## config.mk

```make
export PLATFORM = sky130hd
export DESIGN_NAME = pci_bus_arbiter
export DESIGN_NICKNAME = d
export VERILOG_FILES = /design/src/rtl/pci_defs.sv /design/src/rtl/pci_rr_pick.sv /design/src/rtl/pci_bus_arbiter.sv
export SDC_FILE = /design/constraint.sdc
export NUM_CORES = 1
export LEC_CHECK = 0
export CORE_UTILIZATION = 49
export DETAILED_ROUTE_END_ITERATION = 6
export GPL_TIMING_DRIVEN = 1
export PLACE_DENSITY = 0.74
export RECOVER_POWER = 50
export SLEW_MARGIN = 10
export SYNTH_ARGS = -nofsm -noshare
export SYNTH_HDL_FRONTEND = slang
export SYNTH_SLANG_ARGS = --single-unit
```

## constraint.sdc

```tcl
create_clock -name CLK -period 2.26 [get_ports CLK]
set_input_delay 0.226 -clock CLK [delete_from_list [all_inputs] [get_ports CLK]]
set_output_delay 0.226 -clock CLK [all_outputs]
set_load 0.005 [all_outputs]
```

## src/rtl/pci_defs.sv

```systemverilog
// rtl/pci_defs.sv - shared arbiter state encodings and active-low bus constants
package pci_defs;

  typedef enum logic [1:0] {
    ARB_IDLE  = 2'd0,
    ARB_GRANT = 2'd1,
    ARB_TURN  = 2'd2
  } arb_state_e;

  localparam logic ASSERT_N   = 1'b0;
  localparam logic DEASSERT_N = 1'b1;

  localparam int DEFAULT_TIMEOUT = 16;

endpackage

```

## src/rtl/pci_rr_pick.sv

```systemverilog
// rtl/pci_rr_pick.sv - combinational round-robin picker over active-low requests
module pci_rr_pick #(
  parameter int NUM_MASTERS = 4,
  parameter int IW          = $clog2(NUM_MASTERS)
) (
  input  logic [NUM_MASTERS-1:0] req_n,
  input  logic [IW-1:0]          ptr,
  output logic [IW-1:0]          winner,
  output logic                   any_req
);

  int idx;

  // Scan downward so the last hit written is the one closest to ptr.
  always_comb begin
    winner  = '0;
    any_req = 1'b0;
    idx     = 0;
    for (int i = NUM_MASTERS - 1; i >= 0; i--) begin
      idx = int'(ptr) + i;
      if (idx >= NUM_MASTERS) idx = idx - NUM_MASTERS;
      if (!req_n[IW'(idx)]) begin
        winner  = IW'(idx);
        any_req = 1'b1;
      end
    end
  end

endmodule

```

## src/rtl/pci_bus_arbiter.sv

```systemverilog
// rtl/pci_bus_arbiter.sv - round-robin PCI REQ/GNT arbiter with turnaround and idle timeout
// Optional bus parking on PARK_MASTER when built with PCI_ARB_PARK_EN defined.
module pci_bus_arbiter
  import pci_defs::*;
#(
  parameter int NUM_MASTERS = 4,
  parameter int TIMEOUT     = DEFAULT_TIMEOUT,
  parameter int PARK_MASTER = 0
) (
  input  logic                           CLK,
  input  logic                           RST,
  input  logic [NUM_MASTERS-1:0]         REQ,
  input  logic                           FRAME,
  input  logic                           IRDY,
  output logic [NUM_MASTERS-1:0]         GNT,
  output logic [$clog2(NUM_MASTERS)-1:0] OWNER,
  output logic                           GNT_VALID
);

  localparam int IW = $clog2(NUM_MASTERS);
  localparam int TW = $clog2(TIMEOUT + 1);
  localparam logic [IW-1:0] PARK_IDX  = IW'(PARK_MASTER);
  localparam logic [IW-1:0] LAST_IDX  = IW'(NUM_MASTERS - 1);
  localparam logic [TW-1:0] TIMEOUT_V = TW'(TIMEOUT);
  localparam logic [NUM_MASTERS-1:0] ALL_OFF = {NUM_MASTERS{DEASSERT_N}};

`ifdef PCI_ARB_PARK_EN
  localparam bit PARK_EN = 1'b1;
`else
  localparam bit PARK_EN = 1'b0;
`endif

  arb_state_e state_q, state_d;
  logic [NUM_MASTERS-1:0] gnt_q, gnt_d;
  logic [IW-1:0] owner_q, owner_d;
  logic valid_q, valid_d;
  logic [IW-1:0] ptr_q, ptr_d;
  logic [TW-1:0] timer_q, timer_d;
  logic started_q, started_d;

  logic bus_idle;
  logic [IW-1:0] winner;
  logic any_req;
  logic [NUM_MASTERS-1:0] owner_mask, park_mask;
  logic others_req, park_others_req;
  logic [TW-1:0] timer_inc;
  logic release_now;

  pci_rr_pick #(
    .NUM_MASTERS(NUM_MASTERS),
    .IW         (IW)
  ) u_pick (
    .req_n  (REQ),
    .ptr    (ptr_q),
    .winner (winner),
    .any_req(any_req)
  );

  always_comb begin
    bus_idle = FRAME & IRDY;
    owner_mask = '0;
    owner_mask[owner_q] = 1'b1;
    park_mask = '0;
    park_mask[PARK_IDX] = 1'b1;
    others_req      = |(~REQ & ~owner_mask);
    park_others_req = |(~REQ & ~park_mask);
    // Idle clocks only count against an owner that has not yet started a FRAME.
    timer_inc = timer_q;
    if (bus_idle && !started_q && (timer_q != TIMEOUT_V)) timer_inc = timer_q + TW'(1);
    release_now = REQ[owner_q] || (others_req && started_q) || (timer_inc == TIMEOUT_V);
  end

  always_comb begin
    state_d   = state_q;
    gnt_d     = gnt_q;
    owner_d   = owner_q;
    valid_d   = valid_q;
    ptr_d     = ptr_q;
    timer_d   = timer_q;
    started_d = started_q;
    case (state_q)
      ARB_IDLE: begin
        if (PARK_EN) begin
          gnt_d           = ALL_OFF;
          gnt_d[PARK_IDX] = ASSERT_N;
          owner_d         = PARK_IDX;
          valid_d         = 1'b1;
          if (!FRAME) begin
            state_d   = ARB_GRANT;
            timer_d   = '0;
            started_d = 1'b1;
          end else if (park_others_req) begin
            state_d = ARB_TURN;
            gnt_d   = ALL_OFF;
            valid_d = 1'b0;
          end else if (!REQ[PARK_IDX]) begin
            state_d   = ARB_GRANT;
            timer_d   = '0;
            started_d = 1'b0;
          end
        end else begin
          gnt_d   = ALL_OFF;
          valid_d = 1'b0;
          if (any_req && bus_idle) begin
            state_d       = ARB_GRANT;
            gnt_d[winner] = ASSERT_N;
            owner_d       = winner;
            valid_d       = 1'b1;
            timer_d       = '0;
            started_d     = 1'b0;
          end
        end
      end
      ARB_GRANT: begin
        started_d = started_q | ~FRAME;
        timer_d   = timer_inc;
        if (release_now) begin
          state_d = ARB_TURN;
          gnt_d   = ALL_OFF;
          valid_d = 1'b0;
          ptr_d   = (owner_q == LAST_IDX) ? '0 : owner_q + IW'(1);
        end
      end
      ARB_TURN: begin
        if (bus_idle) begin
          if (any_req) begin
            state_d       = ARB_GRANT;
            gnt_d         = ALL_OFF;
            gnt_d[winner] = ASSERT_N;
            owner_d       = winner;
            valid_d       = 1'b1;
            timer_d       = '0;
            started_d     = 1'b0;
          end else begin
            state_d = ARB_IDLE;
          end
        end
      end
      default: state_d = ARB_IDLE;
    endcase
  end

  always_ff @(posedge CLK or negedge RST) begin
    if (!RST) begin
      state_q   <= ARB_IDLE;
      gnt_q     <= ALL_OFF;
      owner_q   <= '0;
      valid_q   <= 1'b0;
      ptr_q     <= '0;
      timer_q   <= '0;
      started_q <= 1'b0;
    end else begin
      state_q   <= state_d;
      gnt_q     <= gnt_d;
      owner_q   <= owner_d;
      valid_q   <= valid_d;
      ptr_q     <= ptr_d;
      timer_q   <= timer_d;
      started_q <= started_d;
    end
  end

  assign GNT       = gnt_q;
  assign OWNER     = owner_q;
  assign GNT_VALID = valid_q;

endmodule

```

# [Word-level counts from Yosys, hierarchy flattened]
# Index checks and enable logic that the tools add are counted.
[totals] regBits=17 in_bits=8 output_inout_bits=7 elab_cells=121
[classes] addsub=9 order_cmp=12 n_eq_ne=9 mux=59 bitwise_logic=7 reduce_logical=18
[op_table] cell="2-to-1 mux 2 bit" count=15
[op_table] cell="2-to-1 mux 1 bit" count=23
[op_table] cell="2-to-1 mux 5 bit" count=4
[op_table] cell="less-than comparator 2 x 4 -> 1 bit, second input constant" count=4
[op_table] cell="2-to-1 mux 4 bit" count=4
[op_table] cell="one-hot mux 5 bit (3 select lines)" count=1
[op_table] cell="inverter 4 bit" count=3
[op_table] cell="one-hot mux 4 bit (3 select lines)" count=1
[op_table] cell="AND reduction 4 bit" count=3
[op_table] cell="binary-select mux 1 bit (select 2 bit)" count=5
[op_table] cell="greater-or-equal comparator 3 bit, second input constant" count=3
[op_table] cell="!= test 2 bit, second input constant" count=4
[op_table] cell="subtractor 2 x 1 -> 2 bit, second input constant" count=4
[op_table] cell="adder 2 x 2 -> 3 bit, second input constant" count=2
[op_table] cell="logical AND 1 bit" count=6
[op_table] cell="less-than comparator 2 x 3 -> 1 bit, second input constant" count=2
[op_table] cell="one-hot mux 1 bit (3 select lines)" count=2
[op_table] cell="one-hot mux 2 bit (3 select lines)" count=1
[op_table] cell="adder 5 x 1 -> 5 bit, second input constant" count=1
[op_table] cell="== test 5 bit, second input constant" count=1
[op_table] cell="!= test 5 bit, second input constant" count=1
[op_table] cell="bitwise AND 4 bit" count=1
[op_table] cell="demux 1 bit (select 2 bit)" count=2
[op_table] cell="== test 2 bit, second input constant" count=2
[op_table] cell="other kinds (17)" count=19

# [Depth between registers and ports, before layout]
[depth] depth_word=18 depth_mapped=9 mapped_depth_nobuf=8

# [By module]
# From an unflattened synthesis, not the netlist that was laid out.
[unflattened] cells_unflattened=133 area_unflattened_um2=1275.0
[by_module_without_submodules] mod="pci_bus_arbiter" n_inst=1 cells_per_inst=120 area_per_inst_um2=1203.7 seq_area_each_um2=430.4
[by_module_without_submodules] mod="pci_rr_pick" n_inst=1 cells_per_inst=13 area_per_inst_um2=71.3 seq_area_each_um2=0.0

# [Least setup slack after synthesis]
# Ideal clock, no wire load.
[synth_timing] path_type="flip-flop to flip-flop" startpoint="register timer_q[0]" endpoint="register valid_q, in the netlist GNT_VALID" arrival_time_ns=2.282 t_required_ns=2.135 slack_ns=-0.146 path_stages_with_launch=9 path_buffers=0 synth_period_minus_slack_ns=2.406 path_cell_list="dfrtp_1 > inv_1 > ha_1 > and4bb_1 > or3_1 > nor4_1 > a2bb2o_4 > a21oi_4 > mux2_2"
[synth_via] elab_chain_len=7
[synth_lines] element="start: declaration" line_no="pci_bus_arbiter.sv:38" text="logic [TW-1:0] timer_q, timer_d;"
[synth_lines] element="start signal: assignment" line_no="pci_bus_arbiter.sv:158" text="timer_q <= timer_d;"
[synth_lines] element="parallel branches: the longest is 2 deep, another holds adder 5 x 1 -> 5 bit"
[synth_lines] element="2-to-1 mux 5 bit *" line_no="pci_bus_arbiter.sv:69" text="if (bus_idle && !started_q && (timer_q != TIMEOUT_V)) timer_inc = timer_q + TW'(1);"
[synth_lines] element="== test 5 bit *" line_no="pci_bus_arbiter.sv:70" text="release_now = REQ[owner_q] || (others_req && started_q) || (timer_inc == TIMEOUT_V);"
[synth_lines] element="logical OR 1 bit *" line_no="pci_bus_arbiter.sv:70"
[synth_lines] element="!= test 2 bit (no source line) *"
[synth_lines] element="AND reduction 4 bit (no source line) *"
[synth_lines] element="end signal: assignment" line_no="pci_bus_arbiter.sv:156" text="valid_q <= valid_d;"
[synth_lines] element="end: declaration" line_no="pci_bus_arbiter.sv:36" text="logic valid_q, valid_d;"
# Mark *: on every way between the ends.
# A chain may end at the register's enable or synchronous reset.

# [Worst setup path after layout]
[layout_timing] startpoint="register timer_q[1]" endpoint="register gnt_q[2], in the netlist GNT[2]"
[layout_via] elab_chain_len=7
[layout_lines] element="parallel branches: the longest is 2 deep, another holds adder 5 x 1 -> 5 bit"
[layout_lines] element="2-to-1 mux 5 bit *" line_no="pci_bus_arbiter.sv:69"
[layout_lines] element="== test 5 bit *" line_no="pci_bus_arbiter.sv:70"
[layout_lines] element="logical OR 1 bit *" line_no="pci_bus_arbiter.sv:70"
[layout_lines] element="!= test 2 bit (no source line) *"
[layout_lines] element="AND reduction 4 bit (no source line) *"
[layout_lines] element="end signal: assignment" line_no="pci_bus_arbiter.sv:154" text="gnt_q <= gnt_d;"
[layout_lines] element="end: declaration" line_no="pci_bus_arbiter.sv:34" text="logic [NUM_MASTERS-1:0] gnt_q, gnt_d;"
# Marked as above.

==> results by group <==
Run status
  – Outcome: finished, violations left
  – Failing checks: setup timing

STA
  – Fin Clk Skew: 0.00547 ns
  – Fin. max-slew vios: 0
  – RSZ-0062 raised after global routing: yes
  – Hold Violations, Final: 0
  – Fmax: ~420 MHz
  – Final setup vio count: 8
  – Worst slew pin tran: 0.796 ns
  – Final Cycle Share: 104%
  – Fin crit period: between 2 and 2.5 ns
  – Setup tns final: -0.474 ns
  – Max_slew headroom: 46.8%
  – Min setup slack post-route: -0.0972 ns

Power and ir drop
  – Overall power: 2100 uW
  – Pwr dens: roughly 1300 mW/mm2
  – Peak supply drop: between 1000 and 1500 uV
  – P_leak: between 0.0007 and 0.0008 uW

Setup path
  – Critical Path RT: 2.48 ns
  – Maximum fanout along the worst path: 4
  – CP arrival: 2.58 ns
  – Critical path class: flip-flop to flip-flop
  – CP startpoint kind: flip-flop
  – CP endpoint kind: flip-flop

Route
  – WL per Instance: around 16 um
  – Pre-Repair DR Iteration Count: 4
  – DR iter-0 viols: 29
  – Final Routed Wirelength: 3070 um
  – Detailed-route DRC error count: 0
  – Antenna Nets Post-Route: 0
  – Vias post-DR: roughly 1100
  – Via/cell ratio: ~6

Cells and area
  – Fin nets: roughly 180
  – Total of fill cells in the finished design: around 160
  – Commonest non-fill, non-tap cell in the layout: buf_4
  – Commonest cells after routing, fill and taps aside: 22 x buf_4, 13 x dfrtp_1, 13 x clkdlybuf4s50_1
  – Core Util, Final: 72.1%
  – Layout cell share with drive strength beyond 1: between 30% and 40%
  – Final Instance Area: 0.00164 mm2
  – # diodes: 0
  – Synth-to-layout area growth: 34.4%

Global routing
  – Vias in the first global route: ~1100
  – Met3 Usage GRT: under 10%
  – Initial antenna violation count: 0
  – Total GRT Usage: between 20% and 30%
  – Largest net degree at the start of global routing: 18
  – GR peak layer: met2
  – Met2 usage: between 40% and 50%
  – Grt met1 use: between 30% and 40%
  – Grt total ovfl: 0
  – Global-route wire length before repair: just under 5000 um

Floorplan
  – Core ar.: ~0.0023 mm2
  – Initial Utilization: between 50% and 60%
  – Die Ht: approximately 52 um
  – Site row count: 17
  – # IOs: 15
  – Die area: about 0.0027 mm2
  – Chip Width: 51.9 um

Yosys
  – Yosys warns: 0
  – EDFF count, synth: 0
  – Synth top area share: 26.6%
  – Post-Syn Area: roughly 0.0012 mm2
  – Ys flop type: dfrtp_1
  – Avg Cell Area, Syn: 9.77 um2
  – Register bit total from synthesis: 17
  – Cell variety after synth: 45
  – Syn nets: roughly 140
  – Seq/Total Area, Yosys: a little over a third
  – Syn Inst Count: between 100 and 150
  – Yosys top cell by area: dfrtp_1
  – Async S/R FF share, synth: 100%
  – Top cells by area, synth: dfrtp_1 27%, ha_1 10%, dfstp_2 8.6%

Clock network
  – Clock Tree Buf Depth: 2
  – CTS tree: done
  – Clk pin slew, worst setup/hold paths: around 0.10 ns
  – Clock Tree Root: clkbuf_4
  – Latest clock arrival within the worst-skew pair: between 0.2 and 0.3 ns
  – Hold Buf Count CTS: 0
  – H-tree levels: 1
  – Clk sinks: 17
  – Num CTS Buffers: 3

Flow run
  – Number of max-cap violations: 0

Place
  – Gpl congestion: between 0.8 and 0.9
  – Placement Cell Area: roughly 0.0016 mm2
  – I/O Buffers: 14
  – Hpwl dp: roughly 2300 um

Min path
  – Hold crit path type: input port to async pin
## power breakdown
part           internal, uW  switching (uW)
combinational           752             635
sequential              447            98.0
clock                  68.6            98.1
total                  1270             831
## cell usage after synthesis (2+ instances only)
cell / count
dfstp_2: 4
xor2_1: 2
clkbuf_1: 2
a21o_1: 3
nor2_1: 8
o21ai_0: 6
o31ai_1: 4
ha_1: 10
mux2_1: 2
nand2b_1: 2
dfrtp_1: 13
o22a_1: 3
inv_1: 10
a21oi_1: 7
a22o_1: 2
mux2_2: 5
nand2_1: 11
nand4_1: 2
o221ai_1: 3
## per-layer routing
layer	routed length (um)	vias up
li1	-	535
met1	1410	533
met2	1450	39
met3	158	6
met4	47	0
met5	0	-
## cell families after synthesis
| family | share of synthesized area [%] |
|---|---|
| compound gates | 24.4 |
| simple gates | 15.0 |
| flops | 35.2 |
| buf+inv | 4.61 |
| fa+ha+maj | 10.2 |
| mux | 9.12 |
| xor+xnor | 1.43 |
## sequential cells by signal, summed over array words and instances, names as in the netlist
register and count:
timer_q 5, state_q 2, GNT 4, started_q 1, GNT_VALID 1, ptr_q 2
OWNER 2
## timing repair
action | CTS | global route
buffers inserted | 1 | 4
endpoints found under the setup margin | 8 | 8
pin swaps | 1 | 0
gates resized for setup | 2 | 3
cloned | 0 | 0
## critical path, stage by stage (launching register included)
cell and delay [ns]:
dfrtp_1 0.38, inv_2 0.07, ha_4 0.15, and4bb_1 0.20
or3_4 0.35, nor4_4 0.25, a2bb2o_4 0.27, a21oi_4 0.18
buf_6 0.14, mux2_4 0.30
## layout make-up
type / count / area [um2] / share of cell area [%]
inverter: 11 / 41.3 / 2.52
sequential: 17 / 430 / 26.2
clock buffer: 4 / 26.3 / 1.60
multi-input combinational: 94 / 792 / 48.2
timing repair buffer: 37 / 317 / 19.3
tap: 28 / 35.0 / 2.13
## through the flow
| step | worst slack [ns] | instances | hold slack [ns] |
|---|---|---|---|
| after floorplan | -0.0703 | 125 | -0.0696 |
| after global placement | -0.304 | 182 | 0.458 |
| after detailed placement | -0.341 | 182 | 0.464 |
| after CTS | -0.112 | 187 | 0.409 |
| after global routing | -0.148 | 191 | 0.495 |
| final | -0.0972 | 191 | 0.452 |
## worst paths after layout
| kind | start | endpoint | slack (ns) | cells after the start |
|---|---|---|---|---|
| worst max-delay path | timer_q[1] | GNT[2] | -0.1 | 9 |
| worst min-delay path | RST | timer_q[1] | 0.45 | 1 |
| worst max register to register | timer_q[1] | GNT[2] | -0.1 | 9 |
| worst min register to register | GNT[1] | GNT[1] | 0.47 | 2 |
| max in group asynchronous | RST | GNT_VALID | 1.31 | 1 |
| min in group CLK | GNT[1] | GNT[1] | 0.47 | 2 |
No activity file was read; power rests on OpenSTA's default activity.
